`src/rtl/tmds_align_if.sv`:
```
// rtl/tmds_align_if.sv - TMDS lane word-alignment bus between deserializer and alignment controller
interface tmds_align_if;
    logic [9:0] i_word;
    logic       o_bitslip;
    logic       o_aligned;
    logic [3:0] o_slip_phase;
    logic [7:0] o_relock_cnt;

    modport master (
        output i_word,
        input  o_bitslip,
        input  o_aligned,
        input  o_slip_phase,
        input  o_relock_cnt
    );

    modport slave (
        input  i_word,
        output o_bitslip,
        output o_aligned,
        output o_slip_phase,
        output o_relock_cnt
    );
endinterface

```
`src/rtl/tmds_align_ctrl.sv`:
```
// rtl/tmds_align_ctrl.sv - TMDS lane bitslip/lock controller; optional lock-loss counter via TMDS_ALIGN_STATS_EN
module tmds_align_ctrl #(
    parameter int CTRL_RUN       = 8,
    parameter int SEARCH_TIMEOUT = 4096,
    parameter int SLIP_WAIT      = 16,
    parameter int LOCK_TIMEOUT   = 8192
) (
    input  logic          i_pixclk,
    input  logic          i_rst_n,
    tmds_align_if.slave   bus
);
    localparam int T_MAX0 = (SEARCH_TIMEOUT > SLIP_WAIT) ? SEARCH_TIMEOUT : SLIP_WAIT;
    localparam int T_MAX  = (T_MAX0 > LOCK_TIMEOUT) ? T_MAX0 : LOCK_TIMEOUT;
    localparam int TW     = (T_MAX > 1) ? $clog2(T_MAX) : 1;
    localparam int RW     = $clog2(CTRL_RUN + 1);

    typedef enum logic [1:0] {
        ST_SEARCH,
        ST_SLIP,
        ST_WAIT,
        ST_LOCKED
    } state_t;

    state_t        state, state_next;
    logic [TW-1:0] timer, timer_next;
    logic [RW-1:0] run, run_next, run_inc;
    logic [3:0]    phase_q, phase_next;
    logic          bitslip_q, aligned_q;
    logic          is_token, hit;

    always_comb begin
        is_token = 1'b0;
        case (bus.i_word)
            10'b1101010100,
            10'b0010101011,
            10'b0101010100,
            10'b1010101011: is_token = 1'b1;
            default:        is_token = 1'b0;
        endcase
    end

    always_comb begin
        run_inc = '0;
        if (is_token)
            run_inc = (run == RW'(CTRL_RUN)) ? run : run + 1'b1;
        hit = is_token && (run == RW'(CTRL_RUN - 1));
    end

    always_comb begin
        state_next = state;
        timer_next = timer + 1'b1;
        run_next   = run;
        phase_next = phase_q;
        case (state)
            ST_SEARCH: begin
                run_next = run_inc;
                if (hit)
                    state_next = ST_LOCKED;
                else if (timer == TW'(SEARCH_TIMEOUT - 1))
                    state_next = ST_SLIP;
            end
            ST_SLIP: begin
                run_next   = '0;
                state_next = ST_WAIT;
            end
            ST_WAIT: begin
                run_next = '0;
                if (timer == TW'(SLIP_WAIT - 1))
                    state_next = ST_SEARCH;
            end
            ST_LOCKED: begin
                run_next = run_inc;
                if (hit)
                    timer_next = '0;
                else if (timer == TW'(LOCK_TIMEOUT - 1))
                    state_next = ST_SEARCH;
            end
            default: state_next = ST_SEARCH;
        endcase
        // A hit restarts the run so a long blanking period keeps producing hits
        if (hit && (state == ST_SEARCH || state == ST_LOCKED))
            run_next = '0;
        if (state_next != state)
            timer_next = '0;
        if (state_next == ST_SLIP)
            phase_next = (phase_q == 4'd9) ? 4'd0 : phase_q + 4'd1;
    end

    always_ff @(posedge i_pixclk or negedge i_rst_n) begin
        if (!i_rst_n) begin
            state     <= ST_SEARCH;
            timer     <= '0;
            run       <= '0;
            phase_q   <= 4'd0;
            bitslip_q <= 1'b0;
            aligned_q <= 1'b0;
        end else begin
            state     <= state_next;
            timer     <= timer_next;
            run       <= run_next;
            phase_q   <= phase_next;
            bitslip_q <= (state_next == ST_SLIP);
            aligned_q <= (state_next == ST_LOCKED);
        end
    end

`ifdef TMDS_ALIGN_STATS_EN
    logic [7:0] relock_q;

    always_ff @(posedge i_pixclk or negedge i_rst_n) begin
        if (!i_rst_n)
            relock_q <= 8'h00;
        else if (state == ST_LOCKED && state_next == ST_SEARCH && relock_q != 8'hFF)
            relock_q <= relock_q + 8'h01;
    end

    assign bus.o_relock_cnt = relock_q;
`else
    assign bus.o_relock_cnt = 8'h00;
`endif

    assign bus.o_bitslip    = bitslip_q;
    assign bus.o_aligned    = aligned_q;
    assign bus.o_slip_phase = phase_q;
endmodule

```
`src/flat_wrapper.sv`:
```
// flat-port wrapper written by rule: the top's interface ports become plain ports
module tmds_align_ctrl_flat 
#(
    parameter int CTRL_RUN       = 8,
    parameter int SEARCH_TIMEOUT = 4096,
    parameter int SLIP_WAIT      = 16,
    parameter int LOCK_TIMEOUT   = 8192
)
  (i_pixclk, i_rst_n, bus_i_word, bus_o_bitslip, bus_o_aligned, bus_o_slip_phase, bus_o_relock_cnt);
  tmds_align_if bus_i ();
  input  logic i_pixclk;
  input  logic i_rst_n;
  input wire logic [$bits(bus_i.i_word)-1:0] bus_i_word;
  output wire logic [$bits(bus_i.o_bitslip)-1:0] bus_o_bitslip;
  output wire logic [$bits(bus_i.o_aligned)-1:0] bus_o_aligned;
  output wire logic [$bits(bus_i.o_slip_phase)-1:0] bus_o_slip_phase;
  output wire logic [$bits(bus_i.o_relock_cnt)-1:0] bus_o_relock_cnt;
  assign bus_i.i_word = bus_i_word;
  assign bus_o_bitslip = bus_i.o_bitslip;
  assign bus_o_aligned = bus_i.o_aligned;
  assign bus_o_slip_phase = bus_i.o_slip_phase;
  assign bus_o_relock_cnt = bus_i.o_relock_cnt;
  tmds_align_ctrl #(.CTRL_RUN(CTRL_RUN), .SEARCH_TIMEOUT(SEARCH_TIMEOUT), .SLIP_WAIT(SLIP_WAIT), .LOCK_TIMEOUT(LOCK_TIMEOUT)) u_core (.i_pixclk(i_pixclk), .i_rst_n(i_rst_n), .bus(bus_i));
endmodule
```
`config.mk`:
```
export PLATFORM = sky130hd
export DESIGN_NAME = tmds_align_ctrl_flat
export DESIGN_NICKNAME = d
export VERILOG_FILES = /design/src/rtl/tmds_align_if.sv /design/src/rtl/tmds_align_ctrl.sv /design/src/flat_wrapper.sv
export SDC_FILE = /design/constraint.sdc
export NUM_CORES = 1
export LEC_CHECK = 0
export BUFFER_PORTS_ARGS = -buffer_cell sky130_fd_sc_hd__buf_2
export CAP_MARGIN = 20
export CORE_MARGIN = 5
export CORE_UTILIZATION = 33
export CTS_CLUSTER_SIZE = 16
export DETAILED_ROUTE_END_ITERATION = 8
export GPL_TIMING_DRIVEN = 1
export HOLD_SLACK_MARGIN = 0.1
export SYNTH_ARGS = -nofsm -noshare
export SYNTH_HDL_FRONTEND = slang
export SYNTH_SLANG_ARGS = --single-unit
```
`constraint.sdc`:
```
create_clock -name i_pixclk -period 5.9 [get_ports i_pixclk]
set_clock_uncertainty 0.2 [all_clocks]
set_input_delay 0.59 -clock i_pixclk [delete_from_list [all_inputs] [get_ports i_pixclk]]
set_output_delay 0.59 -clock i_pixclk [all_outputs]
set_load 0.05 [all_outputs]
```
Yosys cells after proc, flatten, opt, wreduce, memory -nomap -nowiden. Cells that the tools add are included.

Add/subtract/negate cells: 3. Eq/ne operators: 17. Mux-type cells: 15. Reductions and logical operators: 7.

Operator list (count): $mux W13 (3); $eq A10 B10 Y1 const B (2); $mux W4 (4); $add A13 B1 Y13 const B (1); $eq A13 B12 Y1 const B (1); $eq A13 B13 Y1 const B (1); $eq A13 B4 Y1 const B (1); $eq A10 B8 Y1 const B (1); $eq A10 B9 Y1 const B (1); $mux W2 (5); $add A4 B1 Y4 const B (2); $eq A4 B4 Y1 const B (2); $pmux W2 S4 (1); $pmux W4 S2 (1); $eq A2 B2 Y1 const B (3); $eq A2 B1 Y1 const B (2); $eq A4 B3 Y1 const B (1); $ne A4 B4 Y1 const B (1); $reduce_or A2 Y1 (2); $reduce_or A4 Y1 (1); $logic_and A1 B1 Y1 (2); $logic_not A2 Y1 (1); $ne A2 B2 Y1 (1); $logic_or A1 B1 Y1 (1); $mux W1 (1).

Register bits after elaboration: 25. Input port bits: 12. Output and inout bits: 14. Logic and storage cells: 48.

Depth between registers and ports, before layout. Gate-level depths: netlist of the first run.

Depth in word-level cells: 8. Gate-level depth with buffers: 8. Depth with buffers taken out: 7.

Worst setup path after synthesis of the first run. Ideal clock, no wire load.

Path type: in2reg. Start: input port bus_i_word[6]. End: register u_core.phase_q[3], in the netlist u_core.bus.o_slip_phase[3]. Setup time: 0.121 ns. Data arrival time: 2.166 ns. Required time: 5.579 ns. Path slack: 3.413 ns. Stages: 6. Path buffers: 0. Path through: or2_0 > or3_1 > a21oi_1 > nor4b_4 > a31o_2 > a22o_1.

Longest elaborated chain between the ends: 7. Elaborated cells between the ends (all ways): 11. Classes of those cells: eq/ne (5); mux (4); reduce/logical (2).

Ends and longest elaborated chain: start: declaration (RTL line flat_wrapper.sv:13) `input wire logic [$bits(bus_i.i_word)-1:0] bus_i_word;`; $eq A10 B10 Y1 (tied with other cells) (RTL line tmds_align_ctrl.sv:33) `case (bus.i_word)`; $reduce_or A4 Y1 (*) (RTL line tmds_align_ctrl.sv:33); $mux W1 (*) (RTL line tmds_align_ctrl.sv:33); $logic_and A1 B1 Y1 (*) (RTL line tmds_align_ctrl.sv:46) `hit = is_token && (run == RW'(CTRL_RUN - 1));`; $mux W2 (on tied branches) (RTL line tmds_align_ctrl.sv:73, tmds_align_ctrl.sv:57); $pmux W2 S4 (*) (RTL line tmds_align_ctrl.sv:54) `case (state)`; $eq A2 B1 Y1 (*) (RTL line tmds_align_ctrl.sv:85) `if (state_next == ST_SLIP)`; end signal: assignment (RTL line tmds_align_ctrl.sv:101) `phase_q <= phase_next;`; end: declaration (RTL line tmds_align_ctrl.sv:27) `logic [3:0] phase_q, phase_next;`.

Every way passes the cells marked *; elsewhere a longest branch is shown, timed or not. A chain may end at the register's enable or synchronous reset.

Worst setup path in the final report of the first run.
Start: register u_core.timer[0]. End: register u_core.timer[12].

Longest elaborated chain between the ends: 6. Elaborated cells between the ends (all ways): 14. Classes of those cells: add/sub (1); eq/ne (4); mux (9).

Ends and longest elaborated chain: start: declaration (RTL line tmds_align_ctrl.sv:25) `logic [TW-1:0] timer, timer_next;`; start signal: assignment (RTL line tmds_align_ctrl.sv:99) `timer <= timer_next;`; parallel branches: the longest is 5 deep, another holds $add A13 B1 Y13; $mux W13 (*) (RTL line tmds_align_ctrl.sv:83) `if (state_next != state)`; net u_core.timer_next[12] (RTL line tmds_align_ctrl.sv:25).

Mark *: on every way through the listed nets, which the timed path passes.

==> impl_results.md, run 1 <==
* Status: complete, no violations
* Synth Register Bits at 25
* EDFF count, synth at 0
* RSZ-0062 raised after global routing: false
* H-tree depth at 1
* Ant diodes at 0
* Top FF cell, synth: dfrtp_1
* CTS resizes at 0
* Fmax at 0.365 GHz
* Period minus WS final at 2740 ps
* Syn_area_per_cell at 9.62 µm²
* Final Hold Fails at 0
* Leakage at 0.753 nW
* Rows at 25
* Global-route wire length before repair at 4820 µm
* Worst-path maximum fanout at 13
* Worst vdd ir at 142 µV
* Largest net degree at the start of global routing at 26
* Place WS at 3150 ps
* Final setup fails at 0
* CP arrival at 2680 ps
* Critical Path Start Type: flop
* Core area at 0.00466 mm²
* Initial antenna violation count at 0
* Clock-pin slew on the worst setup and hold paths at 80 ps
* Die height at 78.9 µm
* Cell Pwr Density at 258 mW/mm²
* Register area share after synthesis at 39.9%
* Post-CTS setup buffer count at 0
* Final HPWL DP at 2140 µm
* Final Max Tran Viols at 0
* Area grow syn2layout at 9.10%
* Setup TNS at 0 ps
* Final period util at 46.5%
* Clock Tree Buf Depth at 2
* I/O pin count at 26
* Ys async rst share at 100%
* Worst-Skew Late Latency at 260 ps
* Setup ws final at 3160 ps
* Share of cells above drive strength 1 at 16.7%
* Total track usage at 9.79%
* Antenna Nets Post-Route at 0
* First-pass DRT Iterations at 4
* Worst relative slew slack at 61.6%
* Critical Path RT at 5830 ps
* Flop2flop setup slack at 3160 ps
* Gr ovfl total at 0
* Via count of the first global-routing pass at 1,056
* Slew @ Worst Pin at 576 ps
* Drc violations at 0
* Syn. warnings at 0
* Routed len/inst at 12.3 µm
* PortBufs at 16
* Die width at 78.9 µm
* HP Class: input pin to async pin
* Final nets at 199
* CTS tree: done
* Final WL at 2870 µm
* Worst Setup Path Type: flop to flop
* Hold Buf Count CTS at 0
* Cell variety after synth at 49
* Post-Synthesis Cell Area at 0.00157 mm²
* Die Footprint at 0.00623 mm²
* Via density at 4.98
* Clk root buf: clkbuf_8
* Initial Utilization at 33.6%
* TritonCTS Buffers at 3
* Critical Path Sink Type: flop
* Maxcap violations at 0
* Final GP Congestion at 0.801
* Cells after synthesis at 163
* Routed vias at 1,165
* CTS Sinks at 25
* Iteration-0 DRC Markers at 66
[area by class of cell]
cell class                      instances  area [µm²]
Fill cell                             458        2950
Sequential cell                        25         626
Tap cell                               54        67.6
Multi-Input combinational cell        127         862
Inverter                                8        30.0
Timing Repair Buffer                   16        80.1
Clock buffer                            4        45.0
[sequential cells by signal, indices dropped and copies added, names as in the netlist]
signal	cells
u_core.bus.o_bitslip	1
u_core.bus.o_aligned	1
u_core.timer	13
u_core.run	4
u_core.bus.o_slip_phase	4
u_core.state	2
[worst paths after layout]
check,start,cells after the start,to
hold reg to reg,u_core.timer[0],1,u_core.timer[0]
min in group i_pixclk,u_core.timer[0],1,u_core.timer[0]
setup / recovery,u_core.timer[0],7,u_core.timer[12]
setup reg to reg,u_core.timer[0],7,u_core.timer[12]
hold / removal,i_rst_n,1,u_core.run[3]
max in group asynchronous,i_rst_n,1,u_core.timer[6]
[layer usage]
layer	share of wire [%]	global-route usage [%]	vias up
met2	41	14.4	19
met4	1.7	3.78	0
met1	53	13.6	539
met3	4.1	2.72	6
li1	-	-	601
met5	0	0	-
[power by group]
part | leakage (nW) | switching, W | internal (W)
Clock | 0.0228 | 0.0000510 | 0.0000482
Sequential | 0.336 | 0.0000226 | 0.000192
Combinational | 0.394 | 0.0000804 | 0.0000465
[kinds of logic (layout without fill, tap and decap cells)]
logic type / count (synthesis) / count (layout) / synth area share [%]
simple gates: 76 / 76 / 28.6
flops: 25 / 25 / 39.9
compound gates: 20 / 20 / 9.74
buf+inv: 18 / 28 / 6.78
xor+xnor: 15 / 15 / 8.38
fa+ha+maj: 6 / 6 / 4.79
mux: 2 / 2 / 1.60
other cells: 1 / 8 / 0.239
[Yosys cell counts, types with 3 or more instances]
library cell / instances / area (µm²)
dfrtp_1: 25 / 626
nor2_1: 13 / 48.8
nor3_1: 11 / 55.1
nand3_1: 10 / 50.1
xnor2_1: 10 / 87.6
buf_4: 8 / 60.1
inv_1: 8 / 30.0
nand2_1: 7 / 26.3
ha_1: 6 / 75.1
a21oi_1: 5 / 25.0
xor2_1: 5 / 43.8
nand4_1: 4 / 25.0
nand3b_1: 3 / 22.5
nor3b_1: 3 / 22.5
or2_2: 3 / 18.8
or4_1: 3 / 22.5
[cell usage in the layout (no fill, tap or decap), types with 2 or more instances in the layout]
master and count:
nand4_1 4, a21o_1 2, a21oi_1 5, nor2_1 13
nand3_1 10, nand3b_1 3, nor3b_1 3, o21ai_0 2
conb_1 8, nand2_2 2, ha_1 6, xnor2_1 10
nand4b_1 2, nor3_1 11, nand2_1 7, nand2b_1 2
buf_2 16, or2_2 3, or3_1 2, xor2_1 5
dfrtp_1 25, inv_1 8, or4_1 3, clkbuf_8 3
[critical path, stage by stage, from the launching register on]
cell and delay [ps]:
dfrtp_1 390, ha_1 190, nand3_1 200, or2_2 360, or4_1 520, nand3_1 140
a41o_1 490, nor3_1 120
[per-stage QoR]
| step | power (W) | std cells | hold slack (ps) | util [%] | instance area, µm² |
|---|---|---|---|---|---|
| CTS | 0.000448 | 234 | 117 | 36.7 | 1710 |
| detailed placement | 0.000346 | 230 | 288 | 35.7 | 1670 |
| floorplan | 0.000321 | 170 | 94.4 | - | 1590 |
| finish | 0.000440 | 234 | 104 | 36.7 | 1710 |
| global placement | 0.000343 | 230 | 288 | 35.7 | 1670 |
| global route | 0.000473 | 234 | 149 | 36.7 | 1710 |
No activity file was read; power rests on OpenSTA's default activity.
==> run 2, diff against run 1 <==
==> constraint.sdc (replaced) <==
create_clock -name i_pixclk -period 2.7 [get_ports i_pixclk]
set_clock_uncertainty 0.2 [all_clocks]
set_input_delay 0.27 -clock i_pixclk [delete_from_list [all_inputs] [get_ports i_pixclk]]
set_output_delay 0.27 -clock i_pixclk [all_outputs]
set_load 0.05 [all_outputs]
==> run 2 against run 1 <==
Cell count up 3.0%. Die area unchanged. Flip-flop and latch count unchanged. Combinational power up 140%. Critical path depth up 1. Critical endpoint is now u_core.timer[11]. Global-route usage down 0.17 points. Core utilization up 1.7 points.
==> impl_results.md, run 2 (same netlist as run 1, synthesis figures left out) <==
* Critical Path RT at 2650 ps (was 5830 ps)
* Most common cell after layout, fill and taps aside: dfrtp_1 (unchanged)
* Worst relative slew slack at 64.5% (was 61.6%)
* Met2 Routed Length at 1290 µm (was 1180 µm)
* Final Max Tran Viols at 0 (unchanged)
* RSZ-0062 raised after global routing: false (unchanged)
* Total track usage at 9.62% (was 9.79%)
* I/O pin count at 26 (unchanged)
* Switch Pwr at 0.000342 W (was 0.000154 W)
* Drc violations at 0 (unchanged)
* Worst Setup Path Type: flop to flop (unchanged)
* Core area at 0.00466 mm² (unchanged)
* Antenna Nets Post-Route at 0 (unchanged)
* Worst-path maximum fanout at 13 (unchanged)
* Critical Path Sink Type: flop (unchanged)
* Clock Tree Buf Depth at 2 (unchanged)
* Worst vdd ir at 402 µV (was 142 µV)
* Via count of the first global-routing pass at 1,101 (was 1,056)
* CP arrival at 2510 ps (was 2680 ps)
* Flop2flop setup slack at 150 ps (was 3160 ps)
* Routed vias at 1,181 (was 1,165)
* CP Cell Sequence: ha_1 -> nand3_1 -> or2_2 -> or4_1 -> nand3_1 -> a41o_1 -> buf_12 -> nor3_1 (was ha_1 -> nand3_1 -> or2_2 -> or4_1 -> nand3_1 -> a41o_1 -> nor3_1)
* Fmax at 0.392 GHz (was 0.365 GHz)
* Leakage at 0.797 nW (was 0.753 nW)
* Final HPWL DP at 2230 µm (was 2140 µm)
* Period minus WS final at 2550 ps (was 2740 ps)
* Reg-to-reg critical path startpoint: u_core.timer[0] (unchanged)
* Place WS at 111 ps (was 3150 ps)
* CP most frequent cell: nand3_1 (unchanged)
* Clock power share at 21.7% (was 22.5%)
* Switch share at 34.5% (was 35.0%)
* Met3 wire len at 92 µm (was 117 µm)
* CTS Sinks at 25 (unchanged)
* FF-to-FF path depth at 8 (was 7)
* Die width at 78.9 µm (unchanged)
* Worst r2r dst: u_core.timer[11] (was u_core.timer[12])
* Hold Path Depth at 1
* Setup ws final at 147 ps (was 3160 ps)
* CTS tree: done (unchanged)
* Final GP Congestion at 0.798 (was 0.801)
* Final Hold Fails at 0 (unchanged)
* Clk root buf: clkbuf_8 (unchanged)
* Setup TNS at 0 ps (unchanged)
* Final nets at 206 (was 199)
* Routed metal-1 wirelength at 1480 µm (was 1530 µm)
* Worst-Skew Late Latency at 260 ps (about the same)
* Worst setup path end: u_core.timer[11] (was u_core.timer[12])
* Highest metal used: met4 (unchanged)
* Iteration-0 DRC Markers at 41 (was 66)
* Routed len/inst at 11.9 µm (was 12.3 µm)
* Commonest cells after routing, fill and taps aside: dfrtp_1 (25), buf_2 (16), nor2_1 (13) (unchanged)
* Slew @ Worst Pin at 533 ps (was 576 ps)
* Cell Pwr Density at 553 mW/mm² (was 258 mW/mm²)
* Critical path's slowest cell: or4_1 (unchanged)
* Initial antenna violation count at 0 (unchanged)
* TritonCTS Buffers at 3 (unchanged)
* Rows at 25 (unchanged)
* Area grow syn2layout at 14.3% (was 9.10%)
* Die height at 78.9 µm (unchanged)
* Maxcap violations at 0 (unchanged)
* Number of flip-flops in the largest register at 13 (unchanged)
* Initial Utilization at 33.6% (unchanged)
* HP Class: flop to flop (was input pin to async pin)
* Seq pwr share at 47.3% (was 48.7%)
* Final setup fails at 0 (unchanged)
* PortBufs at 16 (unchanged)
* Gr ovfl total at 0 (unchanged)
* Ant diodes at 0 (unchanged)
* Largest stage delay, worst path at 510 ps (was 520 ps)
* Cell internal pwr at 0.000649 W (was 0.000287 W)
* First-pass DRT Iterations at 4 (unchanged)
* Post-CTS setup buffer count at 0 (unchanged)
* Final WL at 2870 µm (unchanged)
* Clock-pin slew on the worst setup and hold paths at 80 ps (about the same)
* Share of cells above drive strength 1 at 20.3% (was 16.7%)
* Global-route wire length before repair at 4870 µm (was 4820 µm)
* Critical Path Start Type: flop (unchanged)
* Largest Register: u_core.timer (unchanged)
* Via density at 4.90 (was 4.98)
* H-tree depth at 1 (unchanged)
* Die Footprint at 0.00623 mm² (unchanged)
* Combinational Power Share at 31.0% (was 28.8%)
* CP startpoint: u_core.timer[0] (unchanged)
* Final period util at 94.6% (was 46.5%)
* Status: complete, no violations (unchanged)
* Largest net degree at the start of global routing at 26 (unchanged)
==> run 2: changes by cell type in the layout (fill, tap and decap cells not counted) <==
cell / before / now
clkinv_2: 0 / 1
buf_12: 0 / 1
o41ai_2: 1 / 2
nand2_2: 2 / 1
o41ai_1: 1 / 0
dlygate4sd3_1: 0 / 1
buf_4: 0 / 5
nand2_4: 0 / 1
clkbuf_1: 1 / 0
==> run 2: layout make-up <==
cell class	instances	area, µm²
Timing Repair Buffer	23	148
Tap cell	54	67.6
Fill cell	451	2870
Multi-Input combinational cell	127	875
Sequential cell	25	626
Inverter	8	30.0
Clock buffer	3	41.3
Clock inverter	1	5.00
==> run 2: worst max-delay path: cells and delay by family (launching register included) <==
kind	cells	cell delay, ps
buffers and inverters	1	140
and+or+nand+nor	5	1280
AOI/OAI and AO/OA	1	230
adders and majority gates	1	190
DFF	1	390
==> run 2: layer usage <==
metal / up-vias / track usage (%)
met5: - / 0
met4: 0 / 1.55
met3: 2 / 2.49
met2: 16 / 16.0
met1: 548 / 12.9
li1: 615 / -
==> run 2: how the worst min path moves through the flow <==
| stage | from | slack (ps) | end |
|---|---|---|---|
| 2_1_floorplan | i_rst_n | -230 | u_core.bus.o_aligned |
| 3_3_place_gp | i_rst_n | 90 | u_core.timer[3] |
| 3_5_place_dp | i_rst_n | 90 | u_core.timer[2] |
| 4_1_cts | u_core.timer[0] | 300 | u_core.timer[0] |
| 5_1_grt | u_core.timer[0] | 320 | u_core.timer[0] |
| 6_report | u_core.timer[0] | 290 | u_core.timer[0] |
==> run 2: through the flow <==
step	cells	area [µm²]	utilization, %	hold WS, ps	power [W]
2_1_floorplan	170	1590	-	-226	0.000701
3_3_place_gp	236	1720	37.0	89.0	0.000780
3_5_place_dp	236	1720	37.0	89.1	0.000786
4_1_cts	241	1780	38.2	295	0.00101
5_1_grt	241	1790	38.4	317	0.00106
6_report	241	1790	38.4	291	0.000991
==> run 2: power by group through the flow <==
stage                     registers, W  clock network (W)  logic (W)
after floorplan               0.000465                  0   0.000236
after global routing          0.000476           0.000245   0.000344
after CTS                     0.000468           0.000228   0.000312
after detailed placement      0.000476                  0   0.000311
final                         0.000469           0.000215   0.000307
after global placement        0.000474                  0   0.000306
==> run 2: repair_timing <==
action                                  4_1_cts  5_1_grt
endpoints found under the hold margin        25        0
resized for setup                             0        2
hold buffers                                  1        0
endpoints found under the setup margin        0       13
==> run 3, diff against run 2 <==
--- a/config.mk
+++ b/config.mk
@@ -13,6 +13,7 @@
 export DETAILED_ROUTE_END_ITERATION = 8
 export GPL_TIMING_DRIVEN = 1
 export HOLD_SLACK_MARGIN = 0.1
+export PLACE_DENSITY = 0.56
 export SYNTH_ARGS = -nofsm -noshare
 export SYNTH_HDL_FRONTEND = slang
 export SYNTH_SLANG_ARGS = --single-unit
==> run 3 against run 2 <==
Total power grew 2.4%. Die area is the same. Setup slack lost 47 ps. Cell count is the same. Largest cell class unchanged.
==> impl_results.md, run 3 (same netlist as run 1, synthesis figures left out) <==
* Cell Pwr Density at 565 mW/mm² (was 553 mW/mm²)
* Clock power share at 22.3% (was 21.7%)
* Critical Path RT at 2660 ps (was 2650 ps)
* CTS Sinks at 25 (unchanged)
* Gr ovfl total at 0 (unchanged)
* Initial Utilization at 33.6% (unchanged)
* Via count of the first global-routing pass at 1,235 (was 1,101)
* Switch Pwr at 0.000365 W (was 0.000342 W)
* Final period util at 96.3% (was 94.6%)
* Drc violations at 0 (unchanged)
* Combinational Power Share at 31.3% (was 31.0%)
* Leakage at 0.797 nW (about the same)
* Ant diodes at 0 (unchanged)
* RSZ-0062 raised after global routing: true (was false)
* Cell area after layout at 0.00180 mm² (was 0.00179 mm²)
* Die width at 78.9 µm (unchanged)
* Critical Path Start Type: flop (unchanged)
* Final Hold Fails at 0 (unchanged)
* Routed vias at 1,242 (was 1,181)
* CTS tree: done (unchanged)
* Initial antenna violation count at 0 (unchanged)
* Maxcap violations at 0 (unchanged)
* Cell internal pwr at 0.000650 W (was 0.000649 W)
* Commonest cells after routing, fill and taps aside: dfrtp_1 (25), buf_2 (16), nor2_1 (13) (unchanged)
* Via density at 5.15 (was 4.90)
* Largest net degree at the start of global routing at 26 (unchanged)
* TritonCTS Buffers at 3 (unchanged)
* Clk root buf: clkbuf_8 (unchanged)
* Slew @ Worst Pin at 576 ps (was 533 ps)
* I/O pin count at 26 (unchanged)
* Final Max Tran Viols at 0 (unchanged)
* Worst-Skew Late Latency at 270 ps (was 260 ps)
* Die Footprint at 0.00623 mm² (unchanged)
* Rows at 25 (unchanged)
* Share of cells above drive strength 1 at 20.9% (was 20.3%)
* Fillcell total at 479 (was 451)
* Worst Setup Path Type: flop to flop (unchanged)
* Final setup fails at 0 (unchanged)
* PortBufs at 16 (unchanged)
* Status: complete, no violations (unchanged)
* Largest stage delay, worst path at 540 ps (was 510 ps)
* Worst-path maximum fanout at 4 (was 13)
* Clock-pin slew on the worst setup and hold paths at 90 ps (was 80 ps)
* Dpl cell area at 0.00172 mm² (unchanged)
* Antenna Nets Post-Route at 0 (unchanged)
* Area grow syn2layout at 14.6% (was 14.3%)
* H-tree depth at 1 (unchanged)
* Most common cell after layout, fill and taps aside: dfrtp_1 (unchanged)
* Final nets at 206 (unchanged)
* Final WL at 3150 µm (was 2870 µm)
* Seq pwr share at 46.4% (was 47.3%)
* Switch share at 35.9% (was 34.5%)
* Worst relative slew slack at 61.6% (was 64.5%)
* Fmax at 0.385 GHz (was 0.392 GHz)
* Pwr Total at 0.00101 W (was 0.000991 W)
* Core area at 0.00466 mm² (unchanged)
* Largest Register: u_core.timer (unchanged)
* Critical path's slowest cell: or4_1 (unchanged)
* Die height at 78.9 µm (unchanged)
* Routed len/inst at 13.1 µm (was 11.9 µm)
* Total track usage at 11.1% (was 9.62%)
* Critical Path Sink Type: flop (unchanged)
* HP Class: flop to flop (unchanged)
* CP Cell Sequence: or4_1 -> o41ai_2 -> a31oi_1 -> nor4b_4 -> nand2_2 -> mux2_4 (was ha_1 -> nand3_1 -> or2_2 -> or4_1 -> nand3_1 -> a41o_1 -> buf_12 -> nor3_1)
* Iteration-0 DRC Markers at 63 (was 41)
* CP arrival at 2570 ps (was 2510 ps)
* Clock Tree Buf Depth at 2 (unchanged)
* Number of flip-flops in the largest register at 13 (unchanged)
* Worst vdd ir at 305 µV (was 402 µV)
* First-pass DRT Iterations at 4 (unchanged)
* Period minus WS final at 2600 ps (was 2550 ps)
* Post-CTS setup buffer count at 0 (unchanged)
* Final GP Congestion at 0.846 (was 0.798)
* Global-route wire length before repair at 5490 µm (was 4870 µm)
* Final HPWL DP at 2400 µm (was 2230 µm)
-- run 3: cell counts in the layout (fill, tap and decap cells not counted) --
Identical to the previous run, type by type.
-- run 3: critical path: cells and delay by family (launching register included) --
family             cells  cell delay [ps]
AOI/OAI and AO/OA      2              590
muxes                  1              300
DFF                    1              420
and+or+nand+nor        3              980
-- run 3: power groups by stage --
stage,clock (W),combinational [W],sequential [W]
2_1_floorplan,0,0.000236,0.000465
3_3_place_gp,0,0.000314,0.000474
3_5_place_dp,0,0.000316,0.000476
4_1_cts,0.000240,0.000317,0.000468
5_1_grt,0.000251,0.000355,0.000478
6_report,0.000226,0.000318,0.000471
-- run 3: cell type report --
cell class | instances | area (µm²) | share of cell area, %
Clock buffer | 3 | 41.3 | 2.30
Clock inverter | 1 | 5.00 | 0.279
Inverter | 8 | 30.0 | 1.67
Multi-Input combinational cell | 127 | 880 | 49.0
Sequential cell | 25 | 626 | 34.8
Tap cell | 54 | 67.6 | 3.76
Timing Repair Buffer | 23 | 148 | 8.22
-- run 3: final timing paths --
check                                start                         end  slack, ps  cells past startpoint
max                        u_core.timer[9]  u_core.bus.o_slip_phase[1]        100                      6
min                        u_core.timer[0]             u_core.timer[0]        310                      1
min in group asynchronous          i_rst_n               u_core.run[1]        330                      2
min reg2reg                u_core.timer[0]             u_core.timer[0]        310                      1
max in group asynchronous          i_rst_n        u_core.bus.o_aligned       1600                      2
max reg2reg                u_core.timer[9]  u_core.bus.o_slip_phase[1]        100                      6
-- run 3: routing by layer --
| metal | track usage (%) | vias up | share of wire [%] |
|---|---|---|---|
| li1 | - | 615 | - |
| met1 | 13.0 | 596 | 46 |
| met2 | 19.4 | 27 | 48 |
| met3 | 2.04 | 4 | 4.0 |
| met4 | 5.50 | 0 | 1.8 |
| met5 | 0 | - | 0 |
-- run 3: stage by stage --
step           std cells  TNS, ps  util, %  hold slack [ps]  setup slack, ps
4_1_cts              241        0     38.2              309             41.2
5_1_grt              241    -18.6     38.6              322            -18.6
6_report             241        0     38.6              313             99.7
3_3_place_gp         236        0     37.0              111             87.0
3_5_place_dp         236        0     37.0              110             56.6
2_1_floorplan        170        0        -             -226              236
-- run 3: timing repair --
item	CTS	global route
hold buffers	1	0
resized for setup	0	3
endpoints found under the setup margin	0	16
hold endpoints to repair	25	0
